**src/rtl/bcd_pkg.sv**
```systemverilog
// rtl/bcd_pkg.sv - shared BCD constants and serial adder state type
package bcd_pkg;

  localparam logic [3:0] BCD_MAX = 4'd9;
  localparam logic [3:0] BCD_ADJ = 4'd6;

  typedef enum logic [1:0] {
    IDLE = 2'd0,
    RUN  = 2'd1,
    DONE = 2'd2
  } bcd_state_e;

endpackage

```
**src/rtl/bcd_serial_adder_if.sv**
```systemverilog
// rtl/bcd_serial_adder_if.sv - operand/result handshake bundle for the serial BCD adder
interface bcd_serial_adder_if #(
  parameter int DIGITS = 4
);

  logic                  start;
  logic [4*DIGITS-1:0]   a;
  logic [4*DIGITS-1:0]   b;
  logic                  cin;
  logic                  busy;
  logic                  done;
  logic [4*DIGITS-1:0]   sum;
  logic                  cout;
  logic                  invalid;

  modport master (
    output start, a, b, cin,
    input  busy, done, sum, cout, invalid
  );

  modport slave (
    input  start, a, b, cin,
    output busy, done, sum, cout, invalid
  );

endinterface

```
**src/rtl/bcd_digit_add.sv**
```systemverilog
// rtl/bcd_digit_add.sv - one decimal digit add with carry in/out
module bcd_digit_add
  import bcd_pkg::*;
(
  input  logic [3:0] da,
  input  logic [3:0] db,
  input  logic       ci,
  output logic [3:0] s,
  output logic       co
);

  logic [4:0] t;
  logic [4:0] t_adj;

  // Invalid digits go through the same correction; the low nibble wraps on purpose.
  always_comb begin
    t     = {1'b0, da} + {1'b0, db} + {4'b0, ci};
    t_adj = t + {1'b0, BCD_ADJ};
    if (t > {1'b0, BCD_MAX}) begin
      s  = t_adj[3:0];
      co = 1'b1;
    end else begin
      s  = t[3:0];
      co = 1'b0;
    end
  end

endmodule

```
**src/rtl/bcd_serial_adder.sv**
```systemverilog
// rtl/bcd_serial_adder.sv - multi-digit packed BCD adder, one digit per clock, LSD first
module bcd_serial_adder
  import bcd_pkg::*;
#(
  parameter int DIGITS = 4
) (
  input  logic              clk,
  input  logic              rst_n,
  bcd_serial_adder_if.slave bus
);

  localparam int W  = 4 * DIGITS;
  localparam int IW = $clog2(DIGITS + 1);

  bcd_state_e     state_q, state_d;
  logic [IW-1:0]  idx_q, idx_d;
  logic [W-1:0]   a_q, a_d;
  logic [W-1:0]   b_q, b_d;
  logic           carry_q, carry_d;
  logic [W-1:0]   sum_q, sum_d;
  logic           cout_q, cout_d;
  logic           invalid_q, invalid_d;
  logic           busy_q, busy_d;
  logic           done_q, done_d;

  logic [3:0]     da, db, ds;
  logic           dco;
  logic           in_invalid;

  bcd_digit_add u_digit (
    .da (da),
    .db (db),
    .ci (carry_q),
    .s  (ds),
    .co (dco)
  );

  always_comb begin
    da = 4'd0;
    db = 4'd0;
    for (int i = 0; i < DIGITS; i++) begin
      if (idx_q == IW'(i)) begin
        da = a_q[4*i +: 4];
        db = b_q[4*i +: 4];
      end
    end
  end

  always_comb begin
    in_invalid = 1'b0;
    for (int i = 0; i < DIGITS; i++) begin
      if (bus.a[4*i +: 4] > BCD_MAX || bus.b[4*i +: 4] > BCD_MAX) begin
        in_invalid = 1'b1;
      end
    end
  end

  // idx runs 0..DIGITS; the idx==DIGITS cycle publishes cout and raises done.
  always_comb begin
    state_d   = state_q;
    idx_d     = idx_q;
    a_d       = a_q;
    b_d       = b_q;
    carry_d   = carry_q;
    sum_d     = sum_q;
    cout_d    = cout_q;
    invalid_d = invalid_q;
    busy_d    = busy_q;
    done_d    = 1'b0;
    case (state_q)
      IDLE: begin
        if (bus.start) begin
          state_d   = RUN;
          idx_d     = '0;
          a_d       = bus.a;
          b_d       = bus.b;
          carry_d   = bus.cin;
          sum_d     = '0;
          cout_d    = 1'b0;
          invalid_d = in_invalid;
          busy_d    = 1'b1;
        end
      end
      RUN: begin
        if (idx_q == IW'(DIGITS)) begin
          state_d = DONE;
          cout_d  = carry_q;
          done_d  = 1'b1;
        end else begin
          for (int i = 0; i < DIGITS; i++) begin
            if (idx_q == IW'(i)) begin
              sum_d[4*i +: 4] = ds;
            end
          end
          carry_d = dco;
          idx_d   = idx_q + IW'(1);
        end
      end
      DONE: begin
        state_d = IDLE;
        busy_d  = 1'b0;
      end
      default: begin
        state_d = IDLE;
        busy_d  = 1'b0;
      end
    endcase
  end

  always_ff @(posedge clk or negedge rst_n) begin
    if (!rst_n) begin
      state_q   <= IDLE;
      idx_q     <= '0;
      a_q       <= '0;
      b_q       <= '0;
      carry_q   <= 1'b0;
      sum_q     <= '0;
      cout_q    <= 1'b0;
      invalid_q <= 1'b0;
      busy_q    <= 1'b0;
      done_q    <= 1'b0;
    end else begin
      state_q   <= state_d;
      idx_q     <= idx_d;
      a_q       <= a_d;
      b_q       <= b_d;
      carry_q   <= carry_d;
      sum_q     <= sum_d;
      cout_q    <= cout_d;
      invalid_q <= invalid_d;
      busy_q    <= busy_d;
      done_q    <= done_d;
    end
  end

  assign bus.busy    = busy_q;
  assign bus.done    = done_q;
  assign bus.sum     = sum_q;
  assign bus.cout    = cout_q;
  assign bus.invalid = invalid_q;

endmodule
```
**src/flat_wrapper.sv**
```systemverilog
// flat-port wrapper written by rule: the top's interface ports become plain ports
module bcd_serial_adder_flat import bcd_pkg::*;
#(
  parameter int DIGITS = 4
)
  (clk, rst_n, bus_start, bus_a, bus_b, bus_cin, bus_busy, bus_done, bus_sum, bus_cout, bus_invalid);
  bcd_serial_adder_if #(.DIGITS(DIGITS)) bus_i ();
  input  logic clk;
  input  logic rst_n;
  input wire logic [$bits(bus_i.start)-1:0] bus_start;
  input wire logic [$bits(bus_i.a)-1:0] bus_a;
  input wire logic [$bits(bus_i.b)-1:0] bus_b;
  input wire logic [$bits(bus_i.cin)-1:0] bus_cin;
  output wire logic [$bits(bus_i.busy)-1:0] bus_busy;
  output wire logic [$bits(bus_i.done)-1:0] bus_done;
  output wire logic [$bits(bus_i.sum)-1:0] bus_sum;
  output wire logic [$bits(bus_i.cout)-1:0] bus_cout;
  output wire logic [$bits(bus_i.invalid)-1:0] bus_invalid;
  assign bus_i.start = bus_start;
  assign bus_i.a = bus_a;
  assign bus_i.b = bus_b;
  assign bus_i.cin = bus_cin;
  assign bus_busy = bus_i.busy;
  assign bus_done = bus_i.done;
  assign bus_sum = bus_i.sum;
  assign bus_cout = bus_i.cout;
  assign bus_invalid = bus_i.invalid;
  bcd_serial_adder #(.DIGITS(DIGITS)) u_core (.clk(clk), .rst_n(rst_n), .bus(bus_i));
endmodule
```
**config.mk**
```make
export PLATFORM = sky130hd
export DESIGN_NAME = bcd_serial_adder_flat
export DESIGN_NICKNAME = d
export VERILOG_FILES = /design/src/rtl/bcd_pkg.sv /design/src/rtl/bcd_serial_adder_if.sv /design/src/rtl/bcd_digit_add.sv /design/src/rtl/bcd_serial_adder.sv /design/src/flat_wrapper.sv
export SDC_FILE = /design/constraint.sdc
export NUM_CORES = 1
export LEC_CHECK = 0
export CAP_MARGIN = 10
export CORE_UTILIZATION = 50
export DETAILED_ROUTE_END_ITERATION = 16
export GPL_TIMING_DRIVEN = 0
export PLACE_DENSITY_LB_ADDON = 0.2
export SLEW_MARGIN = 20
export SYNTH_ARGS = -nofsm -noshare
export SYNTH_HDL_FRONTEND = slang
export SYNTH_SLANG_ARGS = --single-unit
export TNS_END_PERCENT = 10
```
**constraint.sdc**
```tcl
create_clock -name clk -period 4.5 [get_ports clk]
set_input_delay 1.35 -clock clk [delete_from_list [all_inputs] [get_ports clk]]
set_output_delay 1.35 -clock clk [all_outputs]
set_load 0.02 [all_outputs]
```
Yosys cells after proc, flatten, opt, wreduce, memory -nomap -nowiden
Index checks and enable logic that the tools add are counted.
Storage, ports and cells
  flip-flop bits (word level): 58
  input bits: 36
  output and inout port bits: 20
  logic and storage cells: 92
Operators by class
  add/subtract/negate cells: 4
  $lt $le $gt $ge: 9
  equality and inequality tests: 12
  multiplexer cells: 37
  bitwise logic cells: 1
  reduce and logical (&&, ||, !) cells: 16
Operator list (count)
  two-way mux 4 bit: 13
  > comparator 4 bit, second input constant: 8
  two-way mux 16 bit: 2
  one-hot mux 16 bit (2 select lines): 1
  AND reduction 4 bit: 4
  two-way mux 1 bit: 12
  inequality test 2 x 1 -> 1 bit, second input constant: 5
  == test 3 x 2 -> 1 bit, second input constant: 2
  two-way mux 3 bit: 2
  one-hot mux 1 bit (2 select lines): 3
  one-hot mux 3 bit (2 select lines): 1
  AND reduction 2 bit: 3
  AND reduction 3 bit: 2
  adder 4 x 4 -> 5 bit: 1
  adder 5 x 1 -> 5 bit: 1
  > comparator 5 x 4 -> 1 bit, second input constant: 1
  adder 4 x 3 -> 4 bit, second input constant: 1
  logical OR 1 bit: 4
  two-way mux 2 bit: 2
  inequality test 2 bit, second input constant: 2
  one-hot mux 2 bit (2 select lines): 1
  adder 3 x 1 -> 3 bit, second input constant: 1
  == test 3 x 1 -> 1 bit, second input constant: 1
  == test 3 bit, second input constant: 1
  5 further kinds: 5

Depth between registers and ports, before layout
Gate-level depths: netlist of run 1.
  word-level depth: 12
  mapped depth: 16
  gate-level depth less buffers: 15

Modules after synthesis
A second synthesis of run 1 with hierarchy kept.
Unflattened totals
  cell total of the unflattened synthesis: 241
  area total of the unflattened synthesis: 3104.2 um^2
By module, submodules not included
  bcd_serial_adder: times used 1, cells an instance 219, area each 2892.8 um^2, seq. area each 1451.4 um^2
  bcd_digit_add: times used 1, cells an instance 22, area each 211.5 um^2, seq. area each 0.0 um^2

Worst setup path before layout of run 1
Ideal clock, no wire load.
  path type: reg2reg
  start point: register u_core.idx_q[1]
  end point: register u_core.sum_q[6] (netlist: u_core.bus.sum[6])
  setup time: 0.074 ns
  arrival: 3.822 ns
  data required time: 4.426 ns
  slack: 0.604 ns
  stages on the path, launching flop included: 16
  path buffers: 2
  cell sequence: dfrtp_1 inv_1 ha_1 clkbuf_1 clkbuf_1 a21oi_1 o21ai_0 a22oi_1 fa_1 fa_1 xor2_1 ha_1 a22o_2 o311ai_4 mux2_4 o21ai_2
Between the ends
  cells in the longest elaborated chain, start to end: 12
Ends and longest elaborated chain
  from (decl): RTL line bcd_serial_adder.sv:16  | logic [IW-1:0] idx_q, idx_d;
  from (signal assigned): RTL line bcd_serial_adder.sv:124  | idx_q <= idx_d;
  zero test 3 bit: RTL line bcd_serial_adder.sv:42  | if (idx_q == IW'(i)) begin
  two-way mux 4 bit (4 in series): RTL line bcd_serial_adder.sv:42
  adder 4 x 4 -> 5 bit: RTL line bcd_digit_add.sv:17  | t = {1'b0, da} + {1'b0, db} + {4'b0, ci};
  adder 5 x 1 -> 5 bit: RTL line bcd_digit_add.sv:17
  adder 4 x 3 -> 4 bit or > comparator 5 x 4 -> 1 bit (tied branches): RTL line bcd_digit_add.sv:18, bcd_digit_add.sv:19
  two-way mux 4 bit: RTL line bcd_digit_add.sv:19  | if (t > {1'b0, BCD_MAX}) begin
  two-way mux 4 bit: RTL line bcd_serial_adder.sv:91  | if (idx_q == IW'(i)) begin
  two-way mux 16 bit: RTL line bcd_serial_adder.sv:85  | if (idx_q == IW'(DIGITS)) begin
  one-hot mux 16 bit (2 select lines): RTL line bcd_serial_adder.sv:70  | case (state_q)
  to (signal assigned): RTL line bcd_serial_adder.sv:128  | sum_q <= sum_d;
  to (decl): RTL line bcd_serial_adder.sv:20  | logic [W-1:0] sum_q, sum_d;
Several ways; a longest one is shown, not always the timed one. The select of a mux whose other input is x is not followed.
A chain may end at the register's enable or synchronous reset.

Final worst setup path of run 1
  start point: register u_core.idx_q[0]
  end point: register u_core.sum_q[14] (netlist: u_core.bus.sum[14])
Same word-level chain as after synthesis.

==> impl_metrics.sql, run 1 <==
INSERT INTO impl_metrics (metric_group, metric, value, unit) VALUES
('clocking', 'cts.clk_slew.worst_paths', '0.07', 'ns'),
('global_route', 'first_global_vias', '2441', ''),
('die', 'floorplan.rows', '27', ''),
('route', 'detail_route.vias_per_cell', '5.259', ''),
('hold_path', 'min_from', 'u_core.bus.invalid', ''),
('power_and_ir_drop', 'finalPower', '3.147', 'mW'),
('final_layout', 'synthToLayoutAreaGrowth', '27.91', '%'),
('sta', 'timing.fmax', '235.3', 'MHz'),
('critical_path', 'timing.setup.critical_path_class', 'reg2reg', ''),
('die', 'start_util', '0.5194', ''),
('place', 'portBuffers', '55', ''),
('power_and_ir_drop', 'power-per-cell-area', '860.1', 'nW/um^2'),
('critical_path', 'path_max_fanout', '10', ''),
('job', 'drv_cap', '0', ''),
('critical_path', 'timing.rr.end', 'u_core.bus.sum[14]', ''),
('synthesis', 'yosys-top-cells-area', 'sky130_fd_sc_hd__dfrtp_1, sky130_fd_sc_hd__nand2_1, sky130_fd_sc_hd__o21ai_0, sky130_fd_sc_hd__ha_1, sky130_fd_sc_hd__a21oi_1', ''),
('synthesis', 'post_synthesis_cell_count', '330', ''),
('route', 'drt_first_iter_violations', '129', ''),
('route', 'post-route-drc-count', '0', ''),
('critical_path', 'worst-r2r-cell-count', '12', ''),
('sta', 'tightest_slew', '0.7135', 'ns'),
('synthesis', 'post_synth.cell_area_avg', '8.667', 'um^2'),
('synthesis', 'yosysWarningCount', '0', ''),
('synthesis', 'distinct_cells_synth', '35', ''),
('clocking', 'cts-root-to-sink-buffers', '2', ''),
('final_layout', 'num_antenna_cells', '0', ''),
('critical_path', 'critPathLaunchType', 'flip-flop', ''),
('route', 'drt.antenna.violating_nets', '0', ''),
('critical_path', 'worstSetupEndpointType', 'flip-flop', ''),
('die', 'core', '5507', 'um^2'),
('global_route', 'antenna_found_initial', '0', ''),
('global_route', 'grt_start_max_net_pins', '59', ''),
('final_layout', 'final_nets', '441', ''),
('global_route', 'overflow', '0', ''),
('sta', 'setup_repair_after_global_routing_missed_its_margin', 'no', ''),
('synthesis', 'synth_ff_type', 'sky130_fd_sc_hd__dfrtp_1', ''),
('global_route', 'grtUsageTotal', '0.2483', ''),
('synthesis', 'synth.ff_latch_count', '58', ''),
('route', 'routed.top_layer', 'met4', ''),
('clocking', 'htreeDepth', '3', ''),
('synthesis', 'synth_largest_type_area_fraction', '0.5074', ''),
('sta', 'post-route-period-util', '0.9446', ''),
('synthesis', 'top_cell_type_by_total_area_after_synthesis', 'sky130_fd_sc_hd__dfrtp_1', ''),
('sta', 'setup_tns', '0', 'ns'),
('sta', 'max-slew-margin-rel', '0.5244', ''),
('route', 'dr.pass1.iters', '4', ''),
('clocking', 'cts_hold_repair.buffers', '0', ''),
('hold_path', 'timing.hold.worst_path_depth', '2', ''),
('clocking', 'numClockSinks', '58', ''),
('sta', 'final.min_clock_period', '4.251', 'ns'),
('synthesis', 'synth.most_common_cell', 'sky130_fd_sc_hd__nand2_1', ''),
('critical_path', 'worst_path_max_delay_cell', 'sky130_fd_sc_hd__nor2_1', ''),
('global_route', 'first_pass_grt_wire_length', '11.25', 'mm'),
('outcome', 'outcome', 'finished clean', ''),
('power_and_ir_drop', 'worst_ir_drop_vdd', '0.5065', 'mV'),
('hold_path', 'min_to', 'u_core.bus.invalid', ''),
('place', 'gp_congestion', '0.8323', ''),
('critical_path', 'register_to_register_setup_slack', '0.25', 'ns'),
('die', 'design.portCount', '56', ''),
('sta', 'final_hold_viol_count', '0', ''),
('clocking', 'cts_tree', 'done', ''),
('synthesis', 'synth_top_cells_by_count', 'sky130_fd_sc_hd__nand2_1, sky130_fd_sc_hd__dfrtp_1, sky130_fd_sc_hd__o21ai_0, sky130_fd_sc_hd__a21oi_1, sky130_fd_sc_hd__nor2_1', ''),
('final_layout', 'final_layout_size_suffix_gt1_frac', '0.07519', ''),
('die', 'dieArea', '6027', 'um^2'),
('critical_path', 'worst-endpoint-required', '4.78', 'ns'),
('clocking', 'clock_tree.root_cell', 'sky130_fd_sc_hd__clkbuf_8', ''),
('route', 'met3WireLength', '298', 'um'),
('place', 'dp_hpwl', '4.811', 'mm'),
('synthesis', 'post_synth_instance_area', '2860', 'um^2'),
('critical_path', 'regToRegStartpoint', 'u_core.idx_q[0]', ''),
('critical_path', 'crit_arrival', '4.53', 'ns');
## flip-flops by register name (all words and copies together), names as in the netlist
signal	cells
u_core.carry_q	1
u_core.b_q	16
u_core.bus.invalid	1
u_core.a_q	16
u_core.idx_q	3
u_core.bus.done	1
u_core.bus.busy	1
u_core.bus.sum	16
u_core.state_q	2
u_core.bus.cout	1
## per-layer routing
layer	up-vias	global-route usage
met5	-	0
met4	0	0.1019
met3	9	0.06235
met2	56	0.4327
met1	1186	0.2904
li1	1226	-
## timing repair
| action | CTS | global route |
|---|---|---|
| gates resized for setup | 0 | 6 |
| endpoints found under the setup margin | 0 | 13 |
| setup buffers | 0 | 0 |
## power by group
| group | internal (mW) | switching (mW) |
|---|---|---|
| logic | 0.773 | 1.08 |
| clock network | 0.212 | 0.202 |
| registers | 0.752 | 0.127 |
| total | 1.74 | 1.41 |
## metrics by stage
step                      area (um^2)  setup WS, ns  hold slack [ns]  utilization  std cells
after floorplan                  2860        0.6041           0.4455            -        330
after global placement           3501       0.09241           0.4515       0.6358        457
after detailed placement         3498       0.06145           0.4600       0.6353        457
after global routing             3659      0.002083           0.4946       0.6644        471
after CTS                        3662       0.02577           0.4751       0.6651        473
final                            3659        0.2494           0.4713       0.6644        471
## cell type report
type	instances	area, um^2
well taps	72	90.09
fillers	462	1848
plain buffers	13	53.80
clock inverters	3	15.01
inverters	7	26.28
multi-input cells	250	1325
repair buffers	55	548.0
flip-flops and latches	58	1451
clock buffers	13	148.9
## critical path, delay by kind of cell, from the launching register on
family | cells | cell delay (ns)
compound gates | 4 | 0.99
xor+xnor | 1 | 0.20
flops | 1 | 0.43
fa+ha+maj | 5 | 1.63
mux | 1 | 0.38
simple gates | 1 | 0.53
## layout by cell type (no fill, tap or decap), types with 3 or more instances in the layout
master                            netlist  routed
sky130_fd_sc_hd__nand2_1              137     137
sky130_fd_sc_hd__dfrtp_1               58      58
sky130_fd_sc_hd__clkdlybuf4s50_1        0      54
sky130_fd_sc_hd__o21ai_0               26      26
sky130_fd_sc_hd__a21oi_1               16      16
sky130_fd_sc_hd__nor2_1                14      14
sky130_fd_sc_hd__clkbuf_8               0      10
sky130_fd_sc_hd__clkbuf_1              11       9
sky130_fd_sc_hd__ha_1                   9       9
sky130_fd_sc_hd__inv_1                  7       7
sky130_fd_sc_hd__o31ai_1                7       7
sky130_fd_sc_hd__a22oi_1                6       6
sky130_fd_sc_hd__a22o_1                 6       6
sky130_fd_sc_hd__o21ai_2                4       4
sky130_fd_sc_hd__clkbuf_2               0       3
sky130_fd_sc_hd__buf_1                  3       3
sky130_fd_sc_hd__clkinv_2               0       3
## cell families after synthesis
family / after synthesis / synth area share
xor gates and xnor gates: 2 / 0.008751
buffers and inverters: 22 / 0.02931
AOI/OAI and AO/OA: 71 / 0.1605
adders and majority gates: 11 / 0.05337
DFF: 58 / 0.5074
and+or+nand+nor: 162 / 0.2244
muxes: 4 / 0.01618
## how the worst max path moves through the flow
stage | cells after the start | end | slack [ns] | startpoint
finish | 12 | u_core.bus.sum[14] | 0.25 | u_core.idx_q[0]
floorplan | 15 | u_core.bus.sum[6] | 0.60 | u_core.idx_q[1]
detailed placement | 15 | u_core.bus.sum[14] | 0.06 | u_core.idx_q[1]
global route | 14 | u_core.bus.sum[6] | 0.002 | u_core.idx_q[1]
CTS | 15 | u_core.bus.sum[14] | 0.03 | u_core.idx_q[1]
global placement | 15 | u_core.bus.sum[6] | 0.09 | u_core.idx_q[1]
(Power assumes the default switching activity.)
==> inputs of run 2 (changes only) <==
==> constraint.sdc (replaced) <==
create_clock -name clk -period 4.5 [get_ports clk]
set_input_delay 0.45 -clock clk [delete_from_list [all_inputs] [get_ports clk]]
set_output_delay 0.45 -clock clk [all_outputs]
set_load 0.02 [all_outputs]
==> results of run 2 <==
The final DEF is identical to that of run 1. Status: finished clean.
Among the figures that moved: clock-pin slew on the worst setup and hold paths 0.07 ns -> 0.06 ns; hold slack 0.4713 ns -> 0.1575 ns
